$ cat src/rtl/instruction_fetch_unit_if.sv
// Fetch-stage bundle: instruction memory address/data, decode-side handshake and redirect inputs.
// master = fetch unit; slave = memory, decode and exception logic.
interface instruction_fetch_unit_if;
   logic [31:0] InstrAddress;
   logic [31:0] InstrData;
   logic [31:0] Instruction;
   logic [31:0] InstrPC;
   logic [31:0] PCPlus4;
   logic        Valid;
   logic        Stall;
   logic        Branch;
   logic [31:0] BranchTarget;
   logic        Jump;
   logic [25:0] JumpIndex;
   logic        JumpReg;
   logic [31:0] JumpRegTarget;
   logic        Exception;
   logic [31:0] EPC;

   modport master (
      output InstrAddress, Instruction, InstrPC, PCPlus4, Valid, EPC,
      input  InstrData, Stall, Branch, BranchTarget, Jump, JumpIndex,
             JumpReg, JumpRegTarget, Exception
   );

   modport slave (
      input  InstrAddress, Instruction, InstrPC, PCPlus4, Valid, EPC,
      output InstrData, Stall, Branch, BranchTarget, Jump, JumpIndex,
             JumpReg, JumpRegTarget, Exception
   );
endinterface

$ cat src/rtl/instruction_fetch_unit.sv
// Multi-cycle fetch stage owning the PC; capture lands WAIT_CYCLES+1 edges after the PC changes.
// Backpressure: Stall holds the captured word and ignores redirects; Exception overrides everything but Reset.
module instruction_fetch_unit #(
   parameter logic [31:0] RESET_PC    = 32'h00000000,
   parameter logic [31:0] EXC_VECTOR  = 32'hF0000000,
   parameter int          WAIT_CYCLES = 1
) (
   input logic CLK,
   input logic Reset,
   instruction_fetch_unit_if.master bus
);

   typedef enum logic {S_WAIT, S_ISSUE} state_t;

   localparam logic [3:0] WAIT_CNT = 4'(WAIT_CYCLES);

   state_t      state, state_n;
   logic [3:0]  count, count_n;
   logic [31:0] pc, pc_n;
   logic [31:0] instr, instr_n;
   logic [31:0] instr_pc, instr_pc_n;
   logic [31:0] epc, epc_n;
   logic        valid, valid_n;
   logic [31:0] pc_plus4;

   assign pc_plus4 = instr_pc + 32'd4;

   always_comb begin
      state_n    = state;
      count_n    = count;
      pc_n       = pc;
      instr_n    = instr;
      instr_pc_n = instr_pc;
      epc_n      = epc;
      valid_n    = valid;

      if (bus.Exception) begin
         pc_n    = EXC_VECTOR;
         valid_n = 1'b0;
         state_n = S_WAIT;
         count_n = WAIT_CNT;
         epc_n   = valid ? instr_pc : pc;
      end else begin
         case (state)
            S_WAIT: begin
               if (count != 4'd0) begin
                  count_n = count - 4'd1;
               end else begin
                  instr_n    = bus.InstrData;
                  instr_pc_n = pc;
                  pc_n       = pc + 32'd4;
                  valid_n    = 1'b1;
                  state_n    = S_ISSUE;
               end
            end
            S_ISSUE: begin
               if (!bus.Stall) begin
                  valid_n = 1'b0;
                  count_n = WAIT_CNT;
                  state_n = S_WAIT;
                  // PC already points at the sequential successor; only redirects move it.
                  if (bus.JumpReg)
                     pc_n = {bus.JumpRegTarget[31:2], 2'b00};
                  else if (bus.Jump)
                     pc_n = {pc_plus4[31:28], bus.JumpIndex, 2'b00};
                  else if (bus.Branch)
                     pc_n = {bus.BranchTarget[31:2], 2'b00};
               end
            end
            default: state_n = S_WAIT;
         endcase
      end
   end

   always_ff @(posedge CLK) begin
      if (Reset) begin
         state    <= S_WAIT;
         count    <= WAIT_CNT;
         pc       <= RESET_PC;
         instr    <= 32'd0;
         instr_pc <= 32'd0;
         epc      <= 32'd0;
         valid    <= 1'b0;
      end else begin
         state    <= state_n;
         count    <= count_n;
         pc       <= pc_n;
         instr    <= instr_n;
         instr_pc <= instr_pc_n;
         epc      <= epc_n;
         valid    <= valid_n;
      end
   end

   assign bus.InstrAddress = pc;
   assign bus.Instruction  = instr;
   assign bus.InstrPC      = instr_pc;
   assign bus.PCPlus4      = pc_plus4;
   assign bus.Valid        = valid;
   assign bus.EPC          = epc;

endmodule

$ cat src/flat_wrapper.sv
// flat-port wrapper written by rule: the top's interface ports become plain ports
module instruction_fetch_unit_flat 
#(
   parameter logic [31:0] RESET_PC    = 32'h00000000,
   parameter logic [31:0] EXC_VECTOR  = 32'hF0000000,
   parameter int          WAIT_CYCLES = 1
)
  (CLK, Reset, bus_InstrAddress, bus_Instruction, bus_InstrPC, bus_PCPlus4, bus_Valid, bus_EPC, bus_InstrData, bus_Stall, bus_Branch, bus_BranchTarget, bus_Jump, bus_JumpIndex, bus_JumpReg, bus_JumpRegTarget, bus_Exception);
  instruction_fetch_unit_if bus_i ();
  input logic CLK;
  input logic Reset;
  output wire logic [$bits(bus_i.InstrAddress)-1:0] bus_InstrAddress;
  output wire logic [$bits(bus_i.Instruction)-1:0] bus_Instruction;
  output wire logic [$bits(bus_i.InstrPC)-1:0] bus_InstrPC;
  output wire logic [$bits(bus_i.PCPlus4)-1:0] bus_PCPlus4;
  output wire logic [$bits(bus_i.Valid)-1:0] bus_Valid;
  output wire logic [$bits(bus_i.EPC)-1:0] bus_EPC;
  input wire logic [$bits(bus_i.InstrData)-1:0] bus_InstrData;
  input wire logic [$bits(bus_i.Stall)-1:0] bus_Stall;
  input wire logic [$bits(bus_i.Branch)-1:0] bus_Branch;
  input wire logic [$bits(bus_i.BranchTarget)-1:0] bus_BranchTarget;
  input wire logic [$bits(bus_i.Jump)-1:0] bus_Jump;
  input wire logic [$bits(bus_i.JumpIndex)-1:0] bus_JumpIndex;
  input wire logic [$bits(bus_i.JumpReg)-1:0] bus_JumpReg;
  input wire logic [$bits(bus_i.JumpRegTarget)-1:0] bus_JumpRegTarget;
  input wire logic [$bits(bus_i.Exception)-1:0] bus_Exception;
  assign bus_InstrAddress = bus_i.InstrAddress;
  assign bus_Instruction = bus_i.Instruction;
  assign bus_InstrPC = bus_i.InstrPC;
  assign bus_PCPlus4 = bus_i.PCPlus4;
  assign bus_Valid = bus_i.Valid;
  assign bus_EPC = bus_i.EPC;
  assign bus_i.InstrData = bus_InstrData;
  assign bus_i.Stall = bus_Stall;
  assign bus_i.Branch = bus_Branch;
  assign bus_i.BranchTarget = bus_BranchTarget;
  assign bus_i.Jump = bus_Jump;
  assign bus_i.JumpIndex = bus_JumpIndex;
  assign bus_i.JumpReg = bus_JumpReg;
  assign bus_i.JumpRegTarget = bus_JumpRegTarget;
  assign bus_i.Exception = bus_Exception;
  instruction_fetch_unit #(.RESET_PC(RESET_PC), .EXC_VECTOR(EXC_VECTOR), .WAIT_CYCLES(WAIT_CYCLES)) u_core (.CLK(CLK), .Reset(Reset), .bus(bus_i));
endmodule
$ cat config.mk
export PLATFORM = sky130hd
export DESIGN_NAME = instruction_fetch_unit_flat
export DESIGN_NICKNAME = d
export VERILOG_FILES = /design/src/rtl/instruction_fetch_unit_if.sv /design/src/rtl/instruction_fetch_unit.sv /design/src/flat_wrapper.sv
export SDC_FILE = /design/constraint.sdc
export NUM_CORES = 1
export LEC_CHECK = 0
export BUFFER_PORTS_ARGS = -buffer_cell sky130_fd_sc_hd__buf_2
export CORE_ASPECT_RATIO = 0.6
export CORE_UTILIZATION = 49
export CTS_BUF_LIST = sky130_fd_sc_hd__clkbuf_16
export DETAILED_ROUTE_END_ITERATION = 12
export PLACE_DENSITY = 0.82
export SLEW_MARGIN = 5
export SYNTH_ARGS = -nofsm -noshare
export SYNTH_HDL_FRONTEND = slang
export SYNTH_SLANG_ARGS = --single-unit
export TNS_END_PERCENT = 30
$ cat constraint.sdc
create_clock -name CLK -period 2.5 [get_ports CLK]
set_input_delay 0.375 -clock CLK [delete_from_list [all_inputs] [get_ports CLK]]
set_output_delay 0.375 -clock CLK [all_outputs]
set_load 0.02 [all_outputs]
==> insert_results.sql, run 1 <==
INSERT INTO impl_metrics (metric_group, metric, value, unit) VALUES
('outcome', 'run_status', 'finished, final reports clean', ''),
('clock_network', 'cts_buffer_depth', '2', ''),
('setup_path', 'r2r.worst_path.cells', '8', ''),
('global_route', 'grt_pass1_wl', '35500', 'um'),
('finish', 'num-nets-final', '1318', ''),
('route', 'detail_route.wl_per_cell', '16.5', 'um'),
('clock_network', 'numCtsBuffers', '17', ''),
('sta', 'slew_violations', '0', ''),
('sta', 'timing.final.setup_violations', '0', ''),
('power_and_ir_drop', 'seq_power_share', '0.413', ''),
('hold_path', 'hp-class', 'input pin to register', ''),
('logic_synthesis', 'yosys_register_bits', '134', ''),
('power_and_ir_drop', 'leakagePower', '4.18', 'nW'),
('logic_synthesis', 'netlist_instances', '897', ''),
('placement', 'place_worst_setup_slack', '0.0721', 'ns'),
('route', 'drt_iter0_drc', '750', ''),
('setup_path', 'crit_path_end_kind', 'output pin', ''),
('setup_path', 'regToRegStartpoint', 'u_core.count[0]$_SDFFE_PP1P_', ''),
('finish', 'layout.cell_area.non_filler', '0.00956', 'mm2'),
('setup_path', 'timing.critical_path.arrival', '2.12', 'ns'),
('logic_synthesis', 'synth.distinct_cells', '55', ''),
('placement', 'detailedPlacementHpwl', '16500', 'um'),
('power_and_ir_drop', 'vdd_ir_drop_max', '429', 'uV'),
('finish', 'antennaDiodeCount', '0', ''),
('finish', 'layout.cells.most_common', 'buf_2', ''),
('sta', 'fin_ws', '0.00726', 'ns'),
('setup_path', 'path_max_fanout', '4', ''),
('placement', 'finalWeightedCongestion', '0.905', ''),
('global_route', 'maximum_number_of_pins_on_one_net_before_global_route_repair', '95', ''),
('floorplan', 'core_region_area', '0.0137', 'mm2'),
('route', 'viasPerCell', '5.61', ''),
('sta', 'final_min_period_over_clock_period', '0.997', ''),
('power_and_ir_drop', 'power.share.switching', '0.260', ''),
('hold_path', 'hp-start', 'bus_InstrData[17]', ''),
('clock_network', 'clock_latency', '0.41', 'ns'),
('logic_synthesis', 'mappedNetlistNets', '1030', ''),
('setup_path', 'r2r_end', 'u_core.bus.InstrAddress[31]$_SDFFE_PP0P_', ''),
('global_route', 'globalRouteMet3Util', '0.0632', ''),
('run', 'maxCapViolations', '0', ''),
('setup_path', 'critPathLaunchType', 'register', ''),
('logic_synthesis', 'syn_area', '0.00692', 'mm2'),
('sta', 'report.final.hold_viol_count', '0', ''),
('sta', 'setup_total_negative_slack', '0', 'ns'),
('logic_synthesis', 'synth.yosys.warnings', '0', ''),
('global_route', 'gr-usage-met2', '0.514', ''),
('power_and_ir_drop', 'clock_network_fraction_of_design_power', '0.470', ''),
('power_and_ir_drop', 'cellInternalPower', '4.02', 'mW'),
('power_and_ir_drop', 'comb_power_share', '0.117', ''),
('floorplan', 'fp.dieW', '155', 'um'),
('route', 'num_vias', '7794', ''),
('finish', 'multi_input_comb_area', '0.00404', 'mm2'),
('global_route', 'grt_use_total', '0.309', ''),
('floorplan', 'rows', '33', ''),
('sta', 'grt_setup_unrepaired', 'true', ''),
('route', 'route.antenna.remaining_nets', '0', ''),
('global_route', 'number_of_antenna_violations_at_the_first_check_in_global_routing', '0', ''),
('logic_synthesis', 'ys_async_sr_fraction', '0', ''),
('finish', 'area.sequential', '0.00273', 'mm2'),
('setup_path', 'critical_path_required', '2.12', 'ns'),
('logic_synthesis', 'yosys_most_used_dff', 'dfxtp_1', ''),
('floorplan', 'die_area', '0.0146', 'mm2'),
('finish', 'fill_cells', '1147', ''),
('sta', 'worst_slew_pin_tran', '1.01', 'ns'),
('sta', 'post-route-min-period', '2.49', 'ns'),
('hold_path', 'worstHoldEndpoint', 'u_core.bus.Instruction[17]$_SDFFE_PP0P_', ''),
('sta', 'clock-skew-final', '0.0103', 'ns'),
('clock_network', 'tritoncts', 'built', ''),
('clock_network', 'cts.reportedPaths.clkPinSlew', '0.07', 'ns'),
('clock_network', 'cts_hold_repair.buffers', '0', ''),
('global_route', 'grtUsageMet1', '0.406', ''),
('setup_path', 'worstSetupPathType', 'register to output pin', '');
## power by group through the flow
stage / registers [mW] / logic, mW / clock network, mW
after floorplan: 2.35 / 0.313 / 0
after global placement: 2.29 / 0.613 / 0
after detailed placement: 2.29 / 0.626 / 0
after CTS: 2.24 / 0.630 / 2.58
after global routing: 2.24 / 0.694 / 2.69
final: 2.24 / 0.635 / 2.55
## synthesized netlist by cell type, drive strengths merged, types with 5 or more instances
master,count,area [um2]
a211oi,43,323
a21oi,100,500
and3,7,45.1
and4,6,55.1
buf,23,110
clkbuf,49,184
dfxtp,134,2680
inv,10,37.5
mux2,9,101
mux2i,57,571
nand2,199,747
nand3,22,110
nand4,14,103
nor2,72,270
nor3,12,60.1
nor4,9,62.6
o211ai,5,37.5
o21ai,40,200
o31ai,12,90.1
xnor2,20,183
xor2,10,87.6
## worst max-delay path, stage by stage, from the launching register on
cell and delay, ns:
dfxtp_4 0.38, and4_4 0.27, nand4_4 0.16, or4b_4 0.58
xnor2_4 0.18, buf_6 0.14
## cell families (layout without fill, tap and decap cells)
| group | Yosys count | after routing | synth area share |
|---|---|---|---|
| AOI/OAI and AO/OA | 229 | 229 | 0.200 |
| xor gates and xnor gates | 30 | 30 | 0.0390 |
| adders and majority gates | 4 | 4 | 0.00723 |
| buffers and inverters | 82 | 382 | 0.0479 |
| DFF | 134 | 134 | 0.387 |
| muxes | 66 | 66 | 0.0971 |
| and+or+nand+nor | 352 | 352 | 0.221 |
## state kept, by name (all words and copies together) (netlist names)
register                 flops
u_core.bus.Instruction      32
u_core.bus.Valid             1
u_core.bus.InstrPC          32
u_core.bus.EPC              32
u_core.state                 1
u_core.count                 4
u_core.bus.InstrAddress     32
## routing by layer
metal | up-vias | wire, um | part of all wire
met4 | 0 | 305 | 0.013
met2 | 365 | 10800 | 0.47
met5 | - | 0 | 0
met1 | 3670 | 9840 | 0.43
met3 | 32 | 1960 | 0.085
li1 | 3727 | - | -
## timing repair
item	CTS	global route
buffers inserted	10	2
pin swaps	9	4
resized for setup	40	21
setup endpoints to repair	16	12
## area by class of cell
class,instances,share of cell area
Multi-Input combinational cell,681,0.422
Sequential cell,134,0.285
Timing Repair Buffer,341,0.201
Clock buffer,17,0.0445
Tap cell,192,0.0251
Clock inverter,14,0.0183
Inverter,10,0.00393
## metrics by stage
stage,cells,util
2_1_floorplan,897,-
6_report,1389,0.697
4_1_cts,1387,0.690
3_3_place_gp,1346,0.633
5_1_grt,1389,0.697
3_5_place_dp,1346,0.633
## worst max-delay path by stage
stage	startpoint	endpoint	slack [ns]	cells after the start
3_3_place_gp	u_core.bus.InstrPC[2]$_SDFFE_PP0P_	bus_PCPlus4[28]	0.14	7
5_1_grt	u_core.bus.InstrPC[16]$_SDFFE_PP0P_	bus_PCPlus4[28]	-0.09	6
2_1_floorplan	u_core.bus.InstrPC[2]$_SDFFE_PP0P_	u_core.bus.InstrAddress[28]$_SDFFE_PP0P_	0.09	7
3_5_place_dp	u_core.bus.InstrPC[2]$_SDFFE_PP0P_	bus_PCPlus4[28]	0.07	7
6_report	u_core.bus.InstrPC[2]$_SDFFE_PP0P_	bus_PCPlus4[31]	0.007	5
4_1_cts	u_core.bus.InstrPC[2]$_SDFFE_PP0P_	bus_PCPlus4[31]	-0.03	5
(Power assumes the default switching activity.)
==> run 2, diff against run 1 <==
--- a/config.mk
+++ b/config.mk
@@ -5,12 +5,12 @@
 export SDC_FILE = /design/constraint.sdc
 export NUM_CORES = 1
 export LEC_CHECK = 0
-export BUFFER_PORTS_ARGS = -buffer_cell sky130_fd_sc_hd__buf_2
 export CORE_ASPECT_RATIO = 0.6
-export CORE_UTILIZATION = 49
+export CORE_UTILIZATION = 60
 export CTS_BUF_LIST = sky130_fd_sc_hd__clkbuf_16
 export DETAILED_ROUTE_END_ITERATION = 12
-export PLACE_DENSITY = 0.82
+export DONT_BUFFER_PORTS = 1
+export PLACE_DENSITY = 0.76
 export SLEW_MARGIN = 5
 export SYNTH_ARGS = -nofsm -noshare
 export SYNTH_HDL_FRONTEND = slang
==> insert_results.sql, run 2 (same netlist as run 1, synthesis figures left out) <==
INSERT INTO impl_metrics (metric_group, metric, value, unit) VALUES
('sta', 'slew_violations', '0', ''),
('setup_path', 'timing.critical_path.mode_cell', 'buf_6', ''),
('floorplan', 'fp.dieW', '141', 'um'),
('route', 'detail_route.wl_per_cell', '20.2', 'um'),
('global_route', 'gr-usage-met2', '0.580', ''),
('clock_network', 'cts.reportedPaths.clkPinSlew', '0.07', 'ns'),
('placement', 'port_buffers', '0', ''),
('setup_path', 'cpLargestDelayFamily', 'simple AND/OR/NAND/NOR gates', ''),
('outcome', 'run_status', 'complete, but fails checks', ''),
('placement', 'detailed_place.area', '0.00751', 'mm2'),
('setup_path', 'timing.critical_path.arrival', '2.23', 'ns'),
('setup_path', 'timing.critical_path.slowest_cell_delay', '0.56', 'ns'),
('clock_network', 'tritoncts', 'built', ''),
('power_and_ir_drop', 'vdd_ir_drop_max', '476', 'uV'),
('floorplan', 'die_height', '85.2', 'um'),
('outcome', 'violations', 'negative setup slack', ''),
('power_and_ir_drop', 'pwr_density_cell', '628', 'mW/mm2'),
('sta', 'report.final.hold_viol_count', '0', ''),
('global_route', 'grtUsageMet1', '0.462', ''),
('setup_path', 'regToRegStartpoint', 'u_core.bus.InstrPC[2]$_SDFFE_PP0P_', ''),
('clock_network', 'clock_latency', '0.43', 'ns'),
('sta', 'clock-skew-final', '0.0126', 'ns'),
('sta', 'timing.fmax', '0.383', 'GHz'),
('run', 'maxCapViolations', '0', ''),
('finish', 'flow.area_growth_from_synthesis', '19.4', '%'),
('clock_network', 'clock_tree.root_cell', 'clkbuf_16', ''),
('global_route', 'grt_use_total', '0.362', ''),
('sta', 'worst_slew_pin_tran', '0.695', 'ns'),
('sta', 'grt_setup_unrepaired', 'true', ''),
('setup_path', 'crit_path_end_kind', 'output pin', ''),
('sta', 'timing.final.setup_violations', '4', ''),
('floorplan', 'core_region_area', '0.0109', 'mm2'),
('clock_network', 'numCtsBuffers', '17', ''),
('global_route', 'remaining_global_route_overflow', '0', ''),
('global_route', 'number_of_antenna_violations_at_the_first_check_in_global_routing', '0', ''),
('floorplan', 'floorplan.io_pins', '290', ''),
('route', 'drt_iter0_drc', '609', ''),
('setup_path', 'timing.critical_path.cells', 'buf_6, and4_4, nand4_4, or4b_4, xnor2_4, buf_6', ''),
('setup_path', 'r2r.worst_path.cells', '7', ''),
('finish', 'most-common-layout-cells', 'nand2_1 (198), dfxtp_1 (130), a21oi_1 (100), buf_4 (88), nor2_1 (66)', ''),
('placement', 'detailedPlacementHpwl', '15400', 'um'),
('finish', 'layout-drive-gt1-share', '0.173', ''),
('finish', 'num-nets-final', '1072', ''),
('sta', 'relSlewSlack', '0.537', ''),
('setup_path', 'cp-endpoint', 'bus_PCPlus4[31]', ''),
('clock_network', 'cts.htree.levels', '4', ''),
('setup_path', 'cp_slowest_cell', 'or4b_4', ''),
('finish', 'layout.cell_area.non_filler', '0.00827', 'mm2'),
('global_route', 'globalRouteMet3Util', '0.113', ''),
('route', 'route.antenna.remaining_nets', '0', ''),
('power_and_ir_drop', 'total_power_consumption_of_the_routed_design', '5.19', 'mW'),
('setup_path', 'critPathLaunchType', 'register', ''),
('finish', 'layout.cells.most_common', 'nand2_1', ''),
('global_route', 'grt_pass1_wl', '33800', 'um'),
('setup_path', 'critical_path.startpoint', 'u_core.bus.InstrPC[2]$_SDFFE_PP0P_', ''),
('sta', 'fin_ws', '-0.110', 'ns'),
('floorplan', 'die_area', '0.0120', 'mm2'),
('placement', 'finalWeightedCongestion', '0.904', ''),
('route', 'drc', '0', ''),
('setup_path', 'critical_path_required', '2.12', 'ns'),
('route', 'viasPerCell', '6.40', ''),
('sta', 'post-route-min-period', '2.61', 'ns'),
('sta', 'final_min_period_over_clock_period', '1.04', ''),
('clock_network', 'cts.sink_count', '134', ''),
('setup_path', 'cp_num_buf_inv', '2', ''),
('route', 'drt_pre_antenna_iters', '6', ''),
('setup_path', 'path_max_fanout', '6', ''),
('power_and_ir_drop', 'leakagePower', '3.00', 'nW'),
('clock_network', 'cts_buffer_depth', '2', ''),
('floorplan', 'rows', '29', ''),
('global_route', 'grt-busiest-layer', 'met2', ''),
('route', 'num_vias', '6992', ''),
('setup_path', 'wp_depth', '6', ''),
('global_route', 'maximum_number_of_pins_on_one_net_before_global_route_repair', '104', ''),
('floorplan', 'initial_standard_cell_utilization_of_the_core', '0.636', ''),
('setup_path', 'worstSetupPathType', 'register to output pin', ''),
('setup_path', 'r2r_end', 'u_core.bus.InstrAddress[31]$_SDFFE_PP0P_', ''),
('global_route', 'first_global_vias', '6293', ''),
('setup_path', 'slack_of_the_worst_reg_to_reg_path', '0.20', 'ns'),
('route', 'routed_wl', '22100', 'um'),
('hold_path', 'hp-class', 'input pin to register', ''),
('clock_network', 'cts_hold_repair.buffers', '0', '');
[run 2: cell count changes in the layout (fill, tap and decap cells not counted), sizes merged]
cell and delta:
inv +4, bufinv -2, clkinv -3, clkinvlp +2, buf -246, diode +1
[run 2: power breakdown]
part	switching, mW	internal (mW)
combinational	0.222	0.153
clock	1.09	1.42
sequential	0.112	2.19
total	1.43	3.76
[run 2: repair_timing]
item                       in CTS  in global routing
pin swaps                       7                  4
setup endpoints to repair      15                 16
gates resized for setup        21                  7
buffers inserted                8                  0
cloned                          0                  0
[run 2: worst reg2reg max path: cells and delay by family (launching register included)]
| family | cells | cell delay (ns) |
|---|---|---|
| AND/OR/NAND/NOR | 4 | 1.08 |
| XOR/XNOR | 1 | 0.20 |
| flip-flops | 1 | 0.34 |
| AO/OA/AOI/OAI | 1 | 0.40 |
| buffers and inverters | 1 | 0.14 |
[run 2: cell type report]
cell class	count	area, um2
inverter	10	37.5
antenna	1	2.50
timing repair buffer	95	766
clock inverter	15	164
sequential	134	2690
multi-input combinational	681	4010
tap	139	174
clock buffer	17	425
fill	800	2620
[run 2: worst min path at each step]
stage	start	cells after the start	to	slack, ns
after global routing	Reset	1	u_core.bus.Instruction[7]$_SDFFE_PP0P_	0.01
after floorplan	u_core.count[3]$_SDFFE_PP0P_	2	u_core.count[3]$_SDFFE_PP0P_	0.47
after global placement	Reset	1	u_core.bus.Instruction[4]$_SDFFE_PP0P_	0.45
after detailed placement	Reset	1	u_core.bus.Instruction[4]$_SDFFE_PP0P_	0.45
after CTS	Reset	1	u_core.bus.Instruction[0]$_SDFFE_PP0P_	0.01
final	Reset	1	u_core.bus.Instruction[4]$_SDFFE_PP0P_	0.02
[run 2: stage by stage]
stage	utilization	cells	setup slack, ns	TNS [ns]	hold slack (ns)
after detailed placement	0.690	1051	0.0421	0	0.453
after global routing	0.759	1091	-0.128	-0.635	0.00981
after CTS	0.757	1091	-0.108	-0.235	0.0140
final	0.760	1092	-0.110	-0.281	0.0209
after floorplan	-	897	0.0941	0	0.475
after global placement	0.690	1051	0.118	0	0.450
[run 2: per-layer routing]
metal,share of wire,vias up
met2,0.46,389
met4,0.022,0
li1,-,3237
met5,0,-
met1,0.41,3316
met3,0.10,50
